--- src/rtl/fp_result_drain_pkg.sv ---
// Shared sizing and FSM state encoding for the filter-pipeline result drain.
package fp_pkg;

    localparam int BIT_VEC_SIZE     = 128;
    localparam int BIT_VEC_SIZE_LOG = 7;

    typedef enum logic {
        IDLE  = 1'b0,
        DRAIN = 1'b1
    } drain_state_e;

    function automatic logic [15:0] sat_inc16(input logic [15:0] val);
        return (val == 16'hFFFF) ? val : val + 16'd1;
    endfunction

endpackage

--- src/rtl/fp_result_drain_if.sv ---
// Vector-in / ID-out handshake bundle for one drain lane.
// FP_DRAIN_EMPTY_MARK_EN adds the id_empty flag to the ID stream.
interface fp_result_drain_if #(
    parameter int BIT_VEC_SIZE     = fp_pkg::BIT_VEC_SIZE,
    parameter int BIT_VEC_SIZE_LOG = fp_pkg::BIT_VEC_SIZE_LOG
);
    logic [BIT_VEC_SIZE-1:0]     vec_in;
    logic                        vec_valid;
    logic                        vec_ready;
    logic [BIT_VEC_SIZE_LOG-1:0] id_out;
    logic                        id_valid;
    logic                        id_ready;
    logic                        id_last;
`ifdef FP_DRAIN_EMPTY_MARK_EN
    logic                        id_empty;

    modport master (
        output vec_in, vec_valid, id_ready,
        input  vec_ready, id_out, id_valid, id_last, id_empty
    );

    modport slave (
        input  vec_in, vec_valid, id_ready,
        output vec_ready, id_out, id_valid, id_last, id_empty
    );
`else
    modport master (
        output vec_in, vec_valid, id_ready,
        input  vec_ready, id_out, id_valid, id_last
    );

    modport slave (
        input  vec_in, vec_valid, id_ready,
        output vec_ready, id_out, id_valid, id_last
    );
`endif
endinterface

--- src/rtl/fp_result_drain_ffs.sv ---
// Combinational lowest-set-bit finder with zero and one-hot detection.
module fp_ffs #(
    parameter int BIT_VEC_SIZE     = fp_pkg::BIT_VEC_SIZE,
    parameter int BIT_VEC_SIZE_LOG = fp_pkg::BIT_VEC_SIZE_LOG
) (
    input  logic [BIT_VEC_SIZE-1:0]     vec,
    output logic [BIT_VEC_SIZE_LOG-1:0] idx,
    output logic                        any,
    output logic                        single
);
    logic [BIT_VEC_SIZE-1:0] vec_minus_one;

    // Scan from the top so the lowest set bit is the last one written.
    always_comb begin
        idx = '0;
        for (int i = BIT_VEC_SIZE - 1; i >= 0; i--) begin
            if (vec[i]) begin
                idx = BIT_VEC_SIZE_LOG'(i);
            end
        end
    end

    assign vec_minus_one = vec - BIT_VEC_SIZE'(1);
    assign any           = |vec;
    assign single        = any && ((vec & vec_minus_one) == '0);

endmodule

--- src/rtl/fp_result_drain.sv ---
// Drains one filter-pipeline result vector as a stream of ascending record IDs.
// FP_DRAIN_EMPTY_MARK_EN: an all-zero vector emits a single id_empty marker beat.
//
//   state | meaning
//   IDLE  | ready for a new result vector, no ID beat offered
//   DRAIN | emitting the lowest remaining set bit of work_vec each beat
module fp_result_drain #(
    parameter int BIT_VEC_SIZE     = fp_pkg::BIT_VEC_SIZE,
    parameter int BIT_VEC_SIZE_LOG = fp_pkg::BIT_VEC_SIZE_LOG
) (
    input  logic                clk,
    input  logic                rst,
    fp_result_drain_if.slave    bus,
    output logic [15:0]         vec_done_cnt
);
    import fp_pkg::*;

    drain_state_e                state_q, state_d;
    logic [BIT_VEC_SIZE-1:0]     work_vec_q, work_vec_d;
    logic [15:0]                 done_cnt_q, done_cnt_d;
    logic [BIT_VEC_SIZE_LOG-1:0] ffs_idx;
    logic                        ffs_any;
    logic                        ffs_single;
    logic                        in_drain;
    logic                        beat_last;

    fp_ffs #(
        .BIT_VEC_SIZE     (BIT_VEC_SIZE),
        .BIT_VEC_SIZE_LOG (BIT_VEC_SIZE_LOG)
    ) u_ffs (
        .vec    (work_vec_q),
        .idx    (ffs_idx),
        .any    (ffs_any),
        .single (ffs_single)
    );

    // An empty work vector in DRAIN only arises from the empty-marker beat.
    assign in_drain  = (state_q == DRAIN) && !rst;
    assign beat_last = ffs_single || !ffs_any;

    assign bus.vec_ready = (state_q == IDLE) && !rst;
    assign bus.id_valid  = in_drain;
    assign bus.id_out    = in_drain ? ffs_idx : '0;
    assign bus.id_last   = in_drain && beat_last;
`ifdef FP_DRAIN_EMPTY_MARK_EN
    assign bus.id_empty  = in_drain && !ffs_any;
`endif
    assign vec_done_cnt  = done_cnt_q;

    always_comb begin
        state_d    = state_q;
        work_vec_d = work_vec_q;
        done_cnt_d = done_cnt_q;
        case (state_q)
            IDLE: begin
                if (bus.vec_valid && bus.vec_ready) begin
                    work_vec_d = bus.vec_in;
`ifdef FP_DRAIN_EMPTY_MARK_EN
                    state_d = DRAIN;
`else
                    if (|bus.vec_in) begin
                        state_d = DRAIN;
                    end else begin
                        done_cnt_d = sat_inc16(done_cnt_q);
                    end
`endif
                end
            end
            DRAIN: begin
                if (bus.id_valid && bus.id_ready) begin
                    // x & (x-1) clears exactly the lowest set bit.
                    work_vec_d = work_vec_q & (work_vec_q - BIT_VEC_SIZE'(1));
                    if (beat_last) begin
                        state_d    = IDLE;
                        done_cnt_d = sat_inc16(done_cnt_q);
                    end
                end
            end
            default: state_d = IDLE;
        endcase
    end

    always_ff @(posedge clk) begin
        if (rst) begin
            state_q    <= IDLE;
            work_vec_q <= '0;
            done_cnt_q <= '0;
        end else begin
            state_q    <= state_d;
            work_vec_q <= work_vec_d;
            done_cnt_q <= done_cnt_d;
        end
    end

endmodule

--- src/flat_wrapper.sv ---
// flat-port wrapper written by rule: the top's interface ports become plain ports
module fp_result_drain_flat import fp_pkg::*;
#(
    parameter int BIT_VEC_SIZE     = fp_pkg::BIT_VEC_SIZE,
    parameter int BIT_VEC_SIZE_LOG = fp_pkg::BIT_VEC_SIZE_LOG
)
  (clk, rst, vec_done_cnt, bus_vec_in, bus_vec_valid, bus_id_ready, bus_vec_ready, bus_id_out, bus_id_valid, bus_id_last);
  fp_result_drain_if #(.BIT_VEC_SIZE(BIT_VEC_SIZE), .BIT_VEC_SIZE_LOG(BIT_VEC_SIZE_LOG)) bus_i ();
  input  logic clk;
  input  logic rst;
  output logic [15:0] vec_done_cnt;
  input wire logic [$bits(bus_i.vec_in)-1:0] bus_vec_in;
  input wire logic [$bits(bus_i.vec_valid)-1:0] bus_vec_valid;
  input wire logic [$bits(bus_i.id_ready)-1:0] bus_id_ready;
  output wire logic [$bits(bus_i.vec_ready)-1:0] bus_vec_ready;
  output wire logic [$bits(bus_i.id_out)-1:0] bus_id_out;
  output wire logic [$bits(bus_i.id_valid)-1:0] bus_id_valid;
  output wire logic [$bits(bus_i.id_last)-1:0] bus_id_last;
  assign bus_i.vec_in = bus_vec_in;
  assign bus_i.vec_valid = bus_vec_valid;
  assign bus_i.id_ready = bus_id_ready;
  assign bus_vec_ready = bus_i.vec_ready;
  assign bus_id_out = bus_i.id_out;
  assign bus_id_valid = bus_i.id_valid;
  assign bus_id_last = bus_i.id_last;
  fp_result_drain #(.BIT_VEC_SIZE(BIT_VEC_SIZE), .BIT_VEC_SIZE_LOG(BIT_VEC_SIZE_LOG)) u_core (.clk(clk), .rst(rst), .bus(bus_i), .vec_done_cnt(vec_done_cnt));
endmodule
--- config.mk ---
export PLATFORM = sky130hd
export DESIGN_NAME = fp_result_drain_flat
export DESIGN_NICKNAME = d
export VERILOG_FILES = /design/src/rtl/fp_result_drain_pkg.sv /design/src/rtl/fp_result_drain_if.sv /design/src/rtl/fp_result_drain_ffs.sv /design/src/rtl/fp_result_drain.sv /design/src/flat_wrapper.sv
export SDC_FILE = /design/constraint.sdc
export NUM_CORES = 1
export LEC_CHECK = 0
export CORE_AREA = 5 5 154 156
export CTS_CLUSTER_SIZE = 8
export DETAILED_ROUTE_END_ITERATION = 16
export DIE_AREA = 0 0 159 161
export PLACE_DENSITY = 0.71
export SYNTH_ARGS = -nofsm -noshare
export SYNTH_HDL_FRONTEND = slang
export SYNTH_SLANG_ARGS = --single-unit
export TNS_END_PERCENT = 10
--- constraint.sdc ---
create_clock -name clk -period 11.1 [get_ports clk]
set_input_delay 1.665 -clock clk [delete_from_list [all_inputs] [get_ports clk]]
set_output_delay 1.665 -clock clk [all_outputs]
set_load 0.05 [all_outputs]
### Yosys cells after proc, flatten, opt, wreduce, memory -nomap -nowiden

Cells that the tools add are included.

| operators by class | value |
|---|---|
| add/sub/neg operators | 2 |
| multiply operators | 0 |
| div/mod/pow operators | 0 |
| magnitude comparators | 0 |
| equal/unequal tests | 5 |
| shift-type cells | 0 |
| multiplexer cells | 143 |
| bitwise operators | 2 |
| reduce and logical (&&, ||, !) cells | 14 |

Operator list:

| kind | count |
|---|---|
| two-way mux 7 bit | 129 |
| two-way mux 128 bit | 2 |
| one-hot mux 128 bit (2 select lines) | 1 |
| OR reduction 128 bit | 2 |
| bitwise AND 128 bit | 1 |
| zero test 128 bit | 1 |
| subtractor 128 x 1 -> 128 bit (second input constant) | 1 |
| two-way mux 16 bit | 5 |
| one-hot mux 16 bit (2 select lines) | 1 |
| adder 16 x 1 -> 16 bit (second input constant) | 1 |
| equality test 16 bit (second input constant) | 1 |
| != test 2 bit (second input constant) | 4 |
| logical AND 1 bit | 6 |
| two-way mux 1 bit | 4 |
| AND reduction 4 bit | 1 |
| zero test 1 bit | 2 |
| one-hot mux 1 bit (2 select lines) | 1 |
| AND reduction 2 bit | 1 |
| logical OR 1 bit | 1 |
| NOT 1 bit | 1 |

| word-level totals | value |
|---|---|
| bits in registers | 145 |
| bits in latches | 0 |
| memory bits (writable) | 0 |
| bits in read-only memories | 0 |
| input port bits | 132 |
| output and inout bits | 26 |
| word-level logic and storage cells | 169 |
| memories | 0 |

### Depth between registers and ports, before layout

| logic depth | value |
|---|---|
| depth after elaboration | 129 |
| mapped depth | 16 |
| mapped depth without buffers | 12 |

### By module

From an unflattened synthesis, not the netlist that was laid out.

| second synthesis, totals | value |
|---|---|
| cell total of the unflattened synthesis | 1651 |
| area, all modules | 11410.9 µm² |

Modules (own cells, without submodules):

| module | times used | cells an instance | area an instance (µm²) | seq. area each (µm²) |
|---|---|---|---|---|
| fp_result_drain | 1 | 1102 | 8189.1 | 2902.8 |
| fp_ffs | 1 | 549 | 3221.8 | 0.0 |

### Worst setup path before layout

No wires, ideal clock.

| timing path | value |
|---|---|
| kind | input to output |
| from | input port rst |
| to | output port bus_id_out[6] |
| arrival | 4.430 ns |
| required time | 9.435 ns |
| slack | 5.005 ns |
| stages | 3 |
| buffers on the path | 1 |
| cells stage by stage | nand2b_1 clkbuf_1 a2111oi_0 |

| on the way | value |
|---|---|
| cells in the longest elaborated chain, start to end | 3 |

RTL lines:

| element | line | RTL |
|---|---|---|
| from (decl) | flat_wrapper.sv:10 | `input logic rst;` |
| zero test 1 bit | fp_result_drain.sv:38 | `assign in_drain = (state_q == DRAIN) && !rst;` |
| logical AND 1 bit | fp_result_drain.sv:38 |  |
| two-way mux 7 bit | fp_result_drain.sv:43 | `assign bus.id_out = in_drain ? ffs_idx : '0;` |
| to (decl) | flat_wrapper.sv:16 | `output wire logic [$bits(bus_i.id_out)-1:0] bus_id_out;` |

Every way passes these cells.

### Worst setup path after layout

| timing path | value |
|---|---|
| from | register u_core.work_vec_q[4] |
| to | output port bus_id_last |

| on the way | value |
|---|---|
| cells in the longest elaborated chain, start to end | 6 |
| elaborated cells between the ends (all ways) | 8 |
| those cells by class | add/sub (1); bitwise (1); reduce/logical (6) |

RTL lines:

| element | line | RTL |
|---|---|---|
| from (decl) | fp_result_drain.sv:19 | `logic [BIT_VEC_SIZE-1:0] work_vec_q, work_vec_d;` |
| from (signal assigned) | fp_result_drain.sv:90 | `work_vec_q <= work_vec_d;` |
| subtractor 128 x 1 -> 128 bit | fp_result_drain_ffs.sv:23 | `assign vec_minus_one = vec - BIT_VEC_SIZE'(1);` |
| bitwise AND 128 bit | fp_result_drain_ffs.sv:25 | `assign single = any && ((vec & vec_minus_one) == '0);` |
| zero test 128 bit | fp_result_drain_ffs.sv:25 |  |
| logical AND 1 bit | fp_result_drain_ffs.sv:25 |  |
| logical OR 1 bit (*) | fp_result_drain.sv:39 | `assign beat_last = ffs_single \|\| !ffs_any;` |
| logical AND 1 bit (*) | fp_result_drain.sv:44 | `assign bus.id_last = in_drain && beat_last;` |
| to (decl) | flat_wrapper.sv:18 | `output wire logic [$bits(bus_i.id_last)-1:0] bus_id_last;` |

Every way passes the cells marked *; elsewhere a longest branch is shown, timed or not.

==> metrics.yaml <==
status: "completed"
synth_nets: 1661
routed_wirelength_mm: 45.4
arrival_ns: 5.81
grt_max_degree: 82
critPathLaunchType: "register"
core-area_um2: 22200
clockRootBuffer: "clkbuf_16"
holdPathStages: 2
n_fill_cell: 2272
hold_end: "u_core.work_vec_q[33]"
nets: 1728
irDropWorstVdd_uv: 92.5
clk_latency_ns: 0.44
ff2ff_path_depth: 11
dp_hpwl_mm: 34.1
crit_path_end_kind: "primary output"
tightest_slew_ns: 1.17
min_from: "u_core.work_vec_q[33]"
cap_violations: 0
cts_setup_buffers: 0
final_cells: 1893
dpl.cell_count: 1861
grt_pass1_wl_mm: 71.3
final_max_slew_viol_count: 0
fin_tns_setup_ns: 0
cts.path.max_buffers: 2
ant_nets: 0
r2r-end: "u_core.vec_done_cnt[6]"
final_layout_size_suffix_gt1_share_pct: 4.79
setup_viol: 0
cts_buffers: 17
cts_tree: "done"
synth_top_area_share_pct: 28.0
critPathRequiredTime_ns: 9.44
start_util_pct: 46.7
grt_antenna_before_repair: 1
clk_pin_slew_worst_paths_ns: 0.07
cp_slowest_stage_delay_ns: 0.89
die_w_um: 159
post-route-period-util_pct: 67.3
drc: 0
rows: 55
firstDrtPassIters: 8
multi_input_comb_area_um2: 6820
cp_max_fo: 23
syn_area_per_cell_um2: 6.79
rrSetupSlack_ns: 5.29
syn_to_final_growth_pct: 20.6
track_usage_pct: 34.3
synth_edf_count: 0
ctsHoldBuffers: 0
max_freq_ghz: 0.134
period_minus_slack_ns: 7.47
synth_area_um2: 10400
pin_count: 158
synthCells: 1528
vias_per_cell: 6.72
io_buffers: 157
grt_overflow: 0
gp_congestion: 1.05
wl_per_cell_um: 24.0
clock-sinks: 145
pwr_density_cell_nw_per_um2: 142
grt_setup_unrepaired: "false"
crit_chain: "nor4_2 > and4_1 > nand3_1 > or3_4 > a2111oi_4 > nand4_1 > nor4_2 > nand3_1 > nor2_1 > clkdlybuf4s50_1"
yosys.area.top_type: "dfxtp_1"
ys_warn_count: 0
holdWs_ns: 0.532
synth_cell_types: 80
ys_async_sr_fraction_pct: 0
synth_ff_type: "dfxtp_1"
layout_commonest_cell: "nor2_1"
hold_viol: 0
htree_levels: 4
dieArea_um2: 25600
grt_pass1_vias: 11902
num_antenna_cells: 0
yosys_register_bits: 145
final_cell_mix: "nor2_1, nand2_1, clkdlybuf4s50_1, dfxtp_1, o21ai_0"
leakagePower_uw: 0.00435
crit_type: "register to primary output"
seq_area_um2: 2900
yosysSeqAreaShare_pct: 28.0
slew_headroom_pct: 21.6
clock_skew_ns: 0.0113
ys_top_cells_by_area: "dfxtp_1, nor2_1, nand2_1, o21ai_0, a21oi_1"
hp-class: "register to register"
cp_slowest_cell: "and4_1"
vias: 12715
chipHeight_um: 161
first_iter_violations: 1527
cts-resized-gates: 0
reg2reg_from: "u_core.work_vec_q[4]"
[cell usage after synthesis (11+ instances only)]
cell       instances
nor2_1           229
nand2_1          187
dfxtp_1          145
o21ai_0          130
a21oi_1          116
clkbuf_1         103
nor4_1            88
a22oi_1           69
inv_1             47
nor3_1            46
nand3_1           37
nand4_1           35
o31ai_1           22
or4_1             17
o31a_1            13
or3_1             12
a2111oi_0         11
a211oi_1          11
a31oi_1           11
buf_1             11
nor2b_1           11
[layer usage]
metal / global-route usage, % / up-vias / wire, um / share of wire [%]
met3: 7.53 / 116 / 3850 / 8.5
met1: 46.7 / 6100 / 19500 / 43
met5: 0 / - / 13 / 0.029
met4: 11.3 / 2 / 1690 / 3.7
li1: - / 5815 / - / -
met2: 54.1 / 682 / 20300 / 45
[layout make-up]
class                           instances  share of cell area [%]
Clock buffer                           17                    3.40
Multi-Input combinational cell       1213                    54.5
Timing Repair Buffer                  171                    13.4
Tap cell                              285                    2.85
Inverter                               47                    1.41
Clock inverter                         15                    1.31
Sequential cell                       145                    23.2
[logic make-up (layout without fill, tap and decap cells)]
kind of cell | Yosys count | after routing | synth area share [%]
muxes | 13 | 13 | 1.36
xor gates and xnor gates | 4 | 4 | 0.337
AOI/OAI and AO/OA | 475 | 475 | 30.0
adders and majority gates | 2 | 2 | 0.217
DFF | 145 | 145 | 28.0
and+or+nand+nor | 719 | 719 | 33.7
buffers and inverters | 170 | 250 | 6.50
[sequential cells by signal (all words and copies together), names as in the netlist]
name                 cells
u_core.vec_done_cnt     16
u_core.state_q           1
u_core.work_vec_q      128
[critical path, delay by kind of cell (launching register included)]
family	cells	cell delay [ns]
flops	1	0.41
buf+inv	1	0.85
simple gates	8	3.75
compound gates	1	0.34
[per-stage QoR]
stage	power (uW)	cell area, um^2	setup WS, ns	util [%]
global route	1860	12500	3.29	56.3
CTS	1770	12500	3.66	56.3
detailed placement	1180	11900	4.13	53.7
global placement	1180	11900	4.23	53.7
floorplan	967	10400	5.00	-
finish	1780	12500	3.63	56.3
[worst max-delay path by stage]
stage,startpoint,end,slack [ns],cells after the start
2_1_floorplan,rst,bus_id_out[6],5.00,3
3_3_place_gp,u_core.work_vec_q[4],bus_id_last,4.23,10
3_5_place_dp,u_core.work_vec_q[4],bus_id_last,4.13,10
4_1_cts,u_core.work_vec_q[4],bus_id_last,3.66,10
5_1_grt,u_core.work_vec_q[4],bus_id_last,3.29,10
6_report,u_core.work_vec_q[4],bus_id_last,3.63,10
[report_power, final]
group / switching, uW / total [uW] / internal, uW
logic: 370 / 580 / 210
registers: 63.7 / 612 / 548
clock network: 287 / 590 / 303
total: 721 / 1780 / 1060
(Power assumes the default switching activity.)
